<file path="config.mk">
export PLATFORM = sky130hd
export DESIGN_NAME = mgt_01_div_unit
export DESIGN_NICKNAME = d
export VERILOG_FILES = /design/src/rtl/mgt_01_div_unit_pkg.sv /design/src/rtl/mgt_01_div_step.sv /design/src/rtl/mgt_01_div_unit.sv
export SDC_FILE = /design/constraint.sdc
export NUM_CORES = 1
export LEC_CHECK = 0
export ABC_AREA = 1
export CAP_MARGIN = 25
export CORE_AREA = 5 5 187 189
export CTS_CLUSTER_SIZE = 40
export DETAILED_ROUTE_END_ITERATION = 10
export DIE_AREA = 0 0 192 194
export HOLD_SLACK_MARGIN = 0.06
export PLACE_DENSITY = 0.6
export SYNTH_ARGS = -nofsm -noshare
export SYNTH_HDL_FRONTEND = slang
export SYNTH_SLANG_ARGS = --single-unit
</file>
<file path="constraint.sdc">
create_clock -name clk_i -period 2.1 [get_ports clk_i]
set_clock_uncertainty 0.2 [all_clocks]
set_input_delay 0.21 -clock clk_i [delete_from_list [all_inputs] [get_ports clk_i]]
set_output_delay 0.21 -clock clk_i [all_outputs]
set_load 0.02 [all_outputs]
</file>
<file path="src/rtl/mgt_01_div_unit_pkg.sv">
// rtl/mgt_01_div_unit_pkg.sv - shared types and constants for the radix-2 restoring divider
package mgt_01_div_unit_pkg;

    localparam int XLEN           = 32;
    localparam int DIV_ITERATIONS = XLEN;
    localparam int DIV_CNT_W      = $clog2(DIV_ITERATIONS);

    typedef enum logic [1:0] {
        DIV_  = 2'd0,
        DIVU_ = 2'd1,
        REM_  = 2'd2,
        REMU_ = 2'd3
    } div_ops_e;

    typedef enum logic {
        FREE = 1'b0,
        BUSY = 1'b1
    } fu_state_e;

    typedef enum logic [1:0] {
        IDLE = 2'd0,
        ITER = 2'd1,
        FIX  = 2'd2
    } div_state_e;

    function automatic logic [XLEN-1:0] cond_negate(input logic [XLEN-1:0] v, input logic neg);
        return neg ? (~v + 1'b1) : v;
    endfunction

    function automatic logic is_signed_op(input div_ops_e op);
        return (op == DIV_) || (op == REM_);
    endfunction

endpackage

</file>
<file path="src/rtl/mgt_01_div_step.sv">
// rtl/mgt_01_div_step.sv - one combinational restoring step: shift {R,Q} left, subtract D when it fits
module mgt_01_div_step
    import mgt_01_div_unit_pkg::*;
(
    input  logic [XLEN-1:0] i_rem,
    input  logic [XLEN-1:0] i_quo,
    input  logic [XLEN-1:0] i_div,
    output logic [XLEN-1:0] o_rem,
    output logic [XLEN-1:0] o_quo
);

    logic [XLEN:0] w_shifted;
    logic          w_ge;

    assign w_shifted = {i_rem, i_quo[XLEN-1]};
    assign w_ge      = (w_shifted >= {1'b0, i_div});
    // The restored remainder is always below D, so it fits back into XLEN bits.
    assign o_rem     = w_ge ? (w_shifted[XLEN-1:0] - i_div) : w_shifted[XLEN-1:0];
    assign o_quo     = {i_quo[XLEN-2:0], w_ge};

endmodule

</file>
<file path="src/rtl/mgt_01_div_unit.sv">
// rtl/mgt_01_div_unit.sv - iterative RV32M divider FU; DIV_FAST_SPECIAL_EN enables one-cycle x/0 and overflow
module mgt_01_div_unit
    import mgt_01_div_unit_pkg::*;
(
    input  logic            clk_i,
    input  logic            rst_n_i,
    input  logic            clk_en_i,
    input  logic            valid_i,
    input  logic [XLEN-1:0] dividend_i,
    input  logic [XLEN-1:0] divisor_i,
    input  div_ops_e        operation_i,
    output logic [XLEN-1:0] result_o,
    output logic            valid_o,
    output fu_state_e       fu_state_o
);

    div_state_e           r_state;
    div_state_e           w_state_nxt;
    logic [DIV_CNT_W-1:0] r_cnt;
    logic [XLEN-1:0]      r_q;
    logic [XLEN-1:0]      r_r;
    logic [XLEN-1:0]      r_d;
    div_ops_e             r_op;
    logic                 r_neg_dvd;
    logic                 r_neg_dvs;

    logic            w_in_signed;
    logic            w_in_neg_dvd;
    logic            w_in_neg_dvs;
    logic [XLEN-1:0] w_in_dvd_mag;
    logic [XLEN-1:0] w_in_dvs_mag;
    logic            w_special;
    logic            w_div_zero;
    logic [XLEN-1:0] w_q_step;
    logic [XLEN-1:0] w_r_step;
    logic            w_neg_q;
    logic            w_neg_r;
    logic [XLEN-1:0] w_q_fix;
    logic [XLEN-1:0] w_r_fix;
    logic            w_is_div;

    assign w_in_signed  = is_signed_op(operation_i);
    assign w_in_neg_dvd = w_in_signed & dividend_i[XLEN-1];
    assign w_in_neg_dvs = w_in_signed & divisor_i[XLEN-1];
    assign w_in_dvd_mag = cond_negate(dividend_i, w_in_neg_dvd);
    assign w_in_dvs_mag = cond_negate(divisor_i, w_in_neg_dvs);
    assign w_div_zero   = (divisor_i == '0);

`ifdef DIV_FAST_SPECIAL_EN
    assign w_special = w_div_zero |
                       (w_in_signed & (dividend_i == {1'b1, {(XLEN-1){1'b0}}}) & (divisor_i == '1));
`else
    assign w_special = 1'b0;
`endif

    mgt_01_div_step u_step (
        .i_rem (r_r),
        .i_quo (r_q),
        .i_div (r_d),
        .o_rem (w_r_step),
        .o_quo (w_q_step)
    );

    // Zero divisor keeps the all-ones quotient regardless of operand signs.
    assign w_neg_q  = is_signed_op(r_op) & (r_neg_dvd ^ r_neg_dvs) & (r_d != '0);
    assign w_neg_r  = is_signed_op(r_op) & r_neg_dvd;
    assign w_q_fix  = cond_negate(r_q, w_neg_q);
    assign w_r_fix  = cond_negate(r_r, w_neg_r);
    assign w_is_div = (r_op == DIV_) || (r_op == DIVU_);

    assign fu_state_o = (r_state == IDLE) ? FREE : BUSY;

    always_ff @(posedge clk_i or negedge rst_n_i) begin
        if (!rst_n_i) begin
            r_state <= IDLE;
        end else if (clk_en_i) begin
            r_state <= w_state_nxt;
        end
    end

    always_comb begin
        w_state_nxt = r_state;
        case (r_state)
            IDLE:    if (valid_i) w_state_nxt = w_special ? FIX : ITER;
            ITER:    if (r_cnt == DIV_CNT_W'(DIV_ITERATIONS - 1)) w_state_nxt = FIX;
            FIX:     w_state_nxt = IDLE;
            default: w_state_nxt = IDLE;
        endcase
    end

    always_ff @(posedge clk_i or negedge rst_n_i) begin
        if (!rst_n_i) begin
            r_cnt     <= '0;
            r_q       <= '0;
            r_r       <= '0;
            r_d       <= '0;
            r_op      <= DIV_;
            r_neg_dvd <= 1'b0;
            r_neg_dvs <= 1'b0;
            result_o  <= '0;
            valid_o   <= 1'b0;
        end else if (clk_en_i) begin
            valid_o <= 1'b0;
            case (r_state)
                IDLE: begin
                    if (valid_i) begin
                        r_op      <= operation_i;
                        r_neg_dvd <= w_in_neg_dvd;
                        r_neg_dvs <= w_in_neg_dvs;
                        r_d       <= w_in_dvs_mag;
                        r_cnt     <= '0;
                        if (w_special && w_div_zero) begin
                            r_q <= '1;
                            r_r <= w_in_dvd_mag;
                        end else if (w_special) begin
                            r_q <= {1'b1, {(XLEN-1){1'b0}}};
                            r_r <= '0;
                        end else begin
                            r_q <= w_in_dvd_mag;
                            r_r <= '0;
                        end
                    end
                end
                ITER: begin
                    r_q   <= w_q_step;
                    r_r   <= w_r_step;
                    r_cnt <= r_cnt + 1'b1;
                end
                FIX: begin
                    result_o <= w_is_div ? w_q_fix : w_r_fix;
                    valid_o  <= 1'b1;
                end
                default: ;
            endcase
        end
    end

endmodule

</file>
==> metrics.txt, run 1 <==
clock buffer depth=2; WP data arrival=2480 ps; Seq/Total Area, Yosys=26.75%; CP delay by family, top=adder cells; Clock Latency Late Sink=450 ps; CTS buffer count=17; finished layout cell area=20210 sq um; DRC Markers=0; crit path cell chain=inv_2 -> ha_4 -> inv_4 -> fa_2 -> nand3_2 -> nand3_4 -> nand2_2 -> nand2_4 -> buf_4 -> xnor2_1 -> nand2_1 -> nand3_1 -> o21ai_1; Register Area=3518 sq um; Distinct cells, synth=49; crit path max fanout=4; clock slew at reported path FFs=70 ps; post-route ant nets=0; first-pass GRT wire length=81740 um; setup violators final=58; Internal=15.26 mW; die area=37250 sq um; n_diodes=0; P_leak=10.09 nW; CTS sink cnt=140; Overall Power=30.69 mW; root buf cell=clkbuf_16; synth cell count leaders=nand2_1 (786), inv_1 (281), nor2_1 (241); post-layout util=61.04%; Worst setup EP type=register; area taken by multi-input logic gates=9925 sq um; Post-Syn Instances=2222; Final nets=2793; synth top area cells=dfrtp_1 (27%), nand2_1 (23%), nand3_1 (8.6%), inv_1 (8.1%), nor2_1 (6.9%); Initial Util=39.55%; setup ws final=-253.1 ps; Post-Syn Area=13100 sq um; Crit path largest cell delay=410 ps; total gr overflow=0; core area=33110 sq um; Layout area overhead=54.33%; power density over the cells=1518 nW/um^2; Worst Tran Pin Value=555.4 ps; most frequent cell after synthesis=nand2_1; final period utilization=112.1%; Max-slew headroom=62.58%; CP bufs+invs=3; Max-Cap Viols=0; minimum clock period=2353 ps; Comb pwr share=73.7%; Tot GR Track Use=27.52%; failing checks=negative setup slack; slowest stage cell on the critical path=fa_2; critical path required time=2230 ps; critical path type=register to register; initial antenna violation count=0; Die W=192 um; Peak supply drop=852.8 uV; #FFs+latches synth=140; Hold Violations, Final=0; vias in the first global route=15193; largest net degree at the start of global routing=45; dpl ws=-378.0 ps; Critical Path Start Type=register; CP Depth=13; predominant post-synthesis flop cell=dfrtp_1; ys async rst share=100.0%; layout cells sized above 1=30.59%; status=finished with violations; Psw=15.43 mW; R2R depth=13; dpl hpwl=40280 um; CTS tree=yes; row cnt=67; Syn. warnings=0; dpl cell area=17310 sq um; Clock power frac=10.4%; DRT iter0 DRCs=1553; Post-Syn Nets=2331; Max Freq=0.4250 GHz; Sw Share=50.27%; post-synth top area share=26.75%; Die Ht=194 um; vias per cell=5.153; Post-synth EDFFs=0; io pins=104; routability cong.=0.9874; RSZ-0062 raised after global routing=yes; max-slew violation count=0; Avg WL per Cell=17.06 um; DR vias=16207; Avg Inst Size Synth=5.894 sq um; largest area contributor in the netlist=dfrtp_1; CTS H-tree lvls=4; Pre-antenna DRT Iters=5; Routed WL=53650 um; fillers=3122; # port buffers=103; Hold WC Path Type=primary input to asynchronous set/reset pin; share of power burned in registers=15.9%
==> layer usage <==
layer	vias to the layer above	GRT usage (%)	wire (um)
met1	7546	39.75	24400
met3	88	3.889	3399
met2	568	42.43	24250
met5	-	0	0
met4	0	8.796	1603
li1	8005	-	-
==> logic make-up after synthesis <==
family,synth area share (%)
compound gates,10.44
xor+xnor,3.411
fa+ha+maj,3.783
buf+inv,11.14
flops,26.75
simple gates,44.47
==> sequential cells by signal (all words and copies together) (netlist names), 2 cells and up <==
signal / cells
r_op: 2
r_cnt: 5
r_d: 32
result_o: 32
r_q: 32
r_r: 32
r_state: 2
==> cell usage in the layout (no fill, tap or decap), drive strengths merged, types with 2 or more instances in the layout <==
cell,n
nor4,4
o21ai,150
a21o,2
bufinv,2
xnor2,16
clkinv,6
and2,3
clkinvlp,3
o221ai,2
a21oi,77
o31ai,3
or2,3
ha,38
nand2,804
clkdlybuf4s50,102
buf,387
o21bai,2
a31oi,5
o211ai,11
clkbuf,23
dfrtp,140
inv,307
nand3b,12
nor2,266
nand3,234
a22o,2
nor3,18
xor2,35
nand4,33
==> stage by stage <==
step / hold WS (ps) / TNS [ps] / std cells
after floorplan: -285.6 / -2.016 / 2222
after global placement: 20.31 / -18420 / 3057
after detailed placement: 16.07 / -22110 / 3057
after CTS: 110.7 / -6835 / 3114
after global routing: 125.8 / -15370 / 3145
final: 94.25 / -9882 / 3145
==> power by group through the flow <==
stage          Sequential, mW  Combinational, mW  Clock, mW
4_1_cts                  4.69               19.1       3.22
6_report                 4.87               22.6       3.19
3_5_place_dp             4.64               17.3          0
2_1_floorplan            4.43               10.2          0
5_1_grt                  4.93               24.5       3.35
3_3_place_gp             4.63               17.1          0
==> final cells by class <==
type,count,area share [%]
sequential,140,17.41
inverter,303,5.683
clock inverter,15,0.8976
timing repair buffer,496,22.03
multi-input combinational,1726,49.10
clock buffer,17,2.105
tap,448,2.773
==> final timing paths <==
kind	startpoint	end	slack, ps
max	r_q[31]	r_r[6]	-250
max reg2reg	r_q[31]	r_r[6]	-250
min	rst_n_i	r_r[28]	90
max in group asynchronous	rst_n_i	r_d[25]	980
min in group clk_i	operation_i[1]	r_op[1]	180
min reg2reg	result_o[31]	result_o[31]	280
==> timing repair <==
item / CTS / global route
hold endpoints to repair: 140 / 0
hold buffers: 1 / 0
buffers inserted: 17 / 22
resized for setup: 141 / 290
gates cloned: 8 / 10
endpoints found under the setup margin: 64 / 66
pin swaps: 42 / 154
No activity file was read; power rests on OpenSTA's default activity.
==> inputs of run 2 (changes only) <==
--- a/config.mk
+++ b/config.mk
@@ -7,12 +7,14 @@
 export LEC_CHECK = 0
 export ABC_AREA = 1
 export CAP_MARGIN = 25
-export CORE_AREA = 5 5 187 189
+export CORE_AREA = 5 5 189 191
 export CTS_CLUSTER_SIZE = 40
 export DETAILED_ROUTE_END_ITERATION = 10
-export DIE_AREA = 0 0 192 194
+export DIE_AREA = 0 0 194 196
+export GPL_TIMING_DRIVEN = 1
 export HOLD_SLACK_MARGIN = 0.06
 export PLACE_DENSITY = 0.6
 export SYNTH_ARGS = -nofsm -noshare
 export SYNTH_HDL_FRONTEND = slang
+export SYNTH_HIERARCHICAL = 1
 export SYNTH_SLANG_ARGS = --single-unit
==> run 2 against run 1 <==
The run still ends with negative setup slack left. Clock power increased by 3%. Hold slack improved by 43 ps. Sequential share of layout area increased by 0.56 points. Critical path type unchanged. Critical endpoint is now r_r[30]. Largest cell class unchanged. Highest routed layer unchanged.
==> metrics.txt, run 2 <==
Seq/Total Area, Yosys=26.29% (-0.46 points); io pins=104 (unchanged); total gr overflow=0 (unchanged); critical path type=register to register; Hold Worst Slack=137.0 ps (+42.72 ps); initial antenna violation count=0 (unchanged); CTS H-tree lvls=4 (unchanged); n_diodes=0 (unchanged); Layout area overhead=47.67%; CTS buffer count=17 (unchanged); CTS tree=yes; Post-Syn Area=13320 sq um (+1.7%); met3 wire length=3261 um (-4.1%); most frequent cell after synthesis=nand2_1; Worst setup EP type=register; critical path required time=2200 ps (-30 ps); slowest stage cell on the critical path=dfrtp_1; WP data arrival=2480 ps (about the same); met1 WL=23870 um (-2.2%); dpl cell area=17150 sq um (-0.95%); synth cell count leaders=nand2_1 (697), inv_1 (294), nor2_1 (253); largest area contributor in the netlist=dfrtp_1; predominant post-synthesis flop cell=dfrtp_1; RSZ-0062 raised after global routing=yes; R2R depth=13 (unchanged); Pre-antenna DRT Iters=5 (unchanged); Hold Violations, Final=0 (unchanged); Avg WL per Cell=16.95 um (-0.64%); DRC Markers=0 (unchanged); setup ws final=-275.2 ps (-22.10 ps); highest routed layer=met4; Hold WC Path Type=primary input to asynchronous set/reset pin; first-pass GRT wire length=82240 um (+0.61%); Overall Power=31.97 mW (+4.2%); dpl ws=-459.2 ps (-81.21 ps); core area=33950 sq um (+2.5%); Post-Syn Instances=2219 (-0.14%); power density over the cells=1625 nW/um^2 (+7.0%); final period utilization=113.1% (+1.1 points); root buf cell=clkbuf_16; Critical Path End=r_r[30]; vias per cell=5.078 (-1.5%); status=finished with violations; routability cong.=0.9638 (-2.4%); dpl hpwl=40930 um (+1.6%); most common cell after layout, fill and taps aside=nand2_1; max-slew violation count=0 (unchanged); failing checks=negative setup slack; R2R Setup Slk=-280 ps (-20 ps); Tot GR Track Use=26.89% (-0.64 points); Critical Path Source=r_r[29]; Clock Latency Late Sink=450 ps (about the same); layout cells sized above 1=31.42% (+0.83 points); post-layout util=57.96% (-3.1 points); Critical Path Start Type=register; Distinct cells, synth=49 (unchanged); Initial Util=39.25% (-0.30 points); ys async rst share=100.0% (unchanged); Routed WL=52600 um (-2.0%); Max-slew headroom=50.62% (-12 points); post-route ant nets=0 (unchanged); Syn. warnings=6 (+6); Die W=194 um (+1.0%); Post-Syn Nets=2328 (-0.13%); Worst R2R Start=r_r[29]; P_leak=9.884 nW (-2.0%); minimum clock period=2375 ps (+22.10 ps); commonest non-fill, non-tap cells in the layout=nand2_1 (607), buf_4 (342), inv_1 (256), nor2_1 (217), nand3_1 (195); FF-to-FF End=r_r[30]; Max-Cap Viols=0 (unchanged); clock buffer depth=2 (unchanged); # port buffers=103 (unchanged); Post-synth EDFFs=0 (unchanged); DRT iter0 DRCs=1148 (-26%); finished layout cell area=19680 sq um (-2.7%); Peak supply drop=806.4 uV (-5.4%); crit path max fanout=8 (+4); Final nets=2744 (-1.8%); CTS sink cnt=140 (unchanged); #FFs+latches synth=140 (unchanged); die area=38020 sq um (+2.1%); Die Ht=196 um (+1.0%); post-synth top area share=26.29% (-0.46 points); Max Freq=0.4210 GHz (-0.93%); wire length on met2=24050 um (-0.82%); vias in the first global route=15280 (+0.57%); row cnt=68 (+1.5%); clock slew at reported path FFs=70 ps (about the same); Avg Inst Size Synth=6.005 sq um (+1.9%); largest net degree at the start of global routing=57 (+27%); crit path cell chain=ha_4 -> a21o_1 -> nand2_1 -> nand2_2 -> a21oi_4 -> nand2_2 -> nor2_4 -> nand2_8 -> buf_12 -> nand3_2 -> nand2_1 -> nand3_1 -> o21ai_0; DR vias=15758 (-2.8%); Crit path largest cell delay=430 ps (+20 ps); synth top area cells=dfrtp_1 (26%), nand2_1 (20%), nand3_1 (9.1%), inv_1 (8.3%), nor2_1 (7.1%); Worst Tran Pin Value=739.7 ps (+184.3 ps); setup violators final=64 (+10%)
==> run 2: changes by cell type after synthesis, moves of 13 or more <==
cell     previous run  this run
nand4_1            33        16
buf_4               5        40
o21ai_0           130       109
inv_1             281       294
nand2_1           786       697
nand3_1           226       242
o21ai_1            19        43
==> run 2: cell families (layout without fill, tap and decap cells) <==
kind of cell	count (synthesis)	after routing	synth area share, %
DFF	140	140	26.29
adders and majority gates	39	39	3.719
AOI/OAI and AO/OA	263	263	10.53
buffers and inverters	416	839	13.63
xor gates and xnor gates	43	43	2.827
and+or+nand+nor	1318	1324	43.00
==> run 2: stage by stage <==
step | TNS (ps) | cells
after floorplan | -1603 | 2219
after global placement | -24700 | 3014
after detailed placement | -26840 | 3014
after CTS | -7142 | 3087
after global routing | -16890 | 3103
final | -10970 | 3103
==> run 2: critical path, delay by kind of cell (launching register included) <==
kind	cells	cell delay (ps)
buf+inv	1	170
flops	1	430
simple gates	8	730
fa+ha+maj	1	280
compound gates	3	430
==> run 2: how the worst min path moves through the flow <==
stage / start / endpoint / cells past startpoint
floorplan: rst_n_i / r_cnt[0] / 0
global placement: rst_n_i / r_d[16] / 1
detailed placement: rst_n_i / r_d[14] / 1
CTS: rst_n_i / r_d[15] / 2
global route: rst_n_i / r_d[15] / 2
finish: rst_n_i / r_d[15] / 2
==> run 2: final cells by class <==
| cell class | instances | area, sq um |
|---|---|---|
| timing repair buffer | 491 | 4259 |
| multi-input combinational | 1669 | 9498 |
| inverter | 316 | 1195 |
| clock buffer | 18 | 439.2 |
| clock inverter | 14 | 178.9 |
| tap | 455 | 569.3 |
| fill | 3360 | 14270 |
| sequential | 140 | 3536 |
==> run 2: timing repair <==
| action | 4_1_cts | 5_1_grt |
|---|---|---|
| hold buffers | 1 | 0 |
| pin swaps | 70 | 78 |
| resized for setup | 238 | 160 |
| hold endpoints to repair | 140 | 0 |
| endpoints found under the setup margin | 66 | 69 |
| setup buffers | 40 | 17 |
| cloned | 6 | 0 |
==> run 2: routing by layer <==
| metal | GRT usage [%] | vias to the layer above |
|---|---|---|
| met5 | 0 | - |
| met4 | 7.708 | 0 |
| met3 | 4.740 | 82 |
| met2 | 43.66 | 458 |
| met1 | 36.95 | 7395 |
| li1 | - | 7823 |
==> run 2: where the power goes <==
group	leakage, nW	switching (mW)	total [mW]	internal (mW)
Clock	0.294	1.44	3.28	1.84
Combinational	7.87	13.4	23.5	10.1
Sequential	1.72	1.30	5.18	3.88
Total	9.88	16.2	32.0	15.8
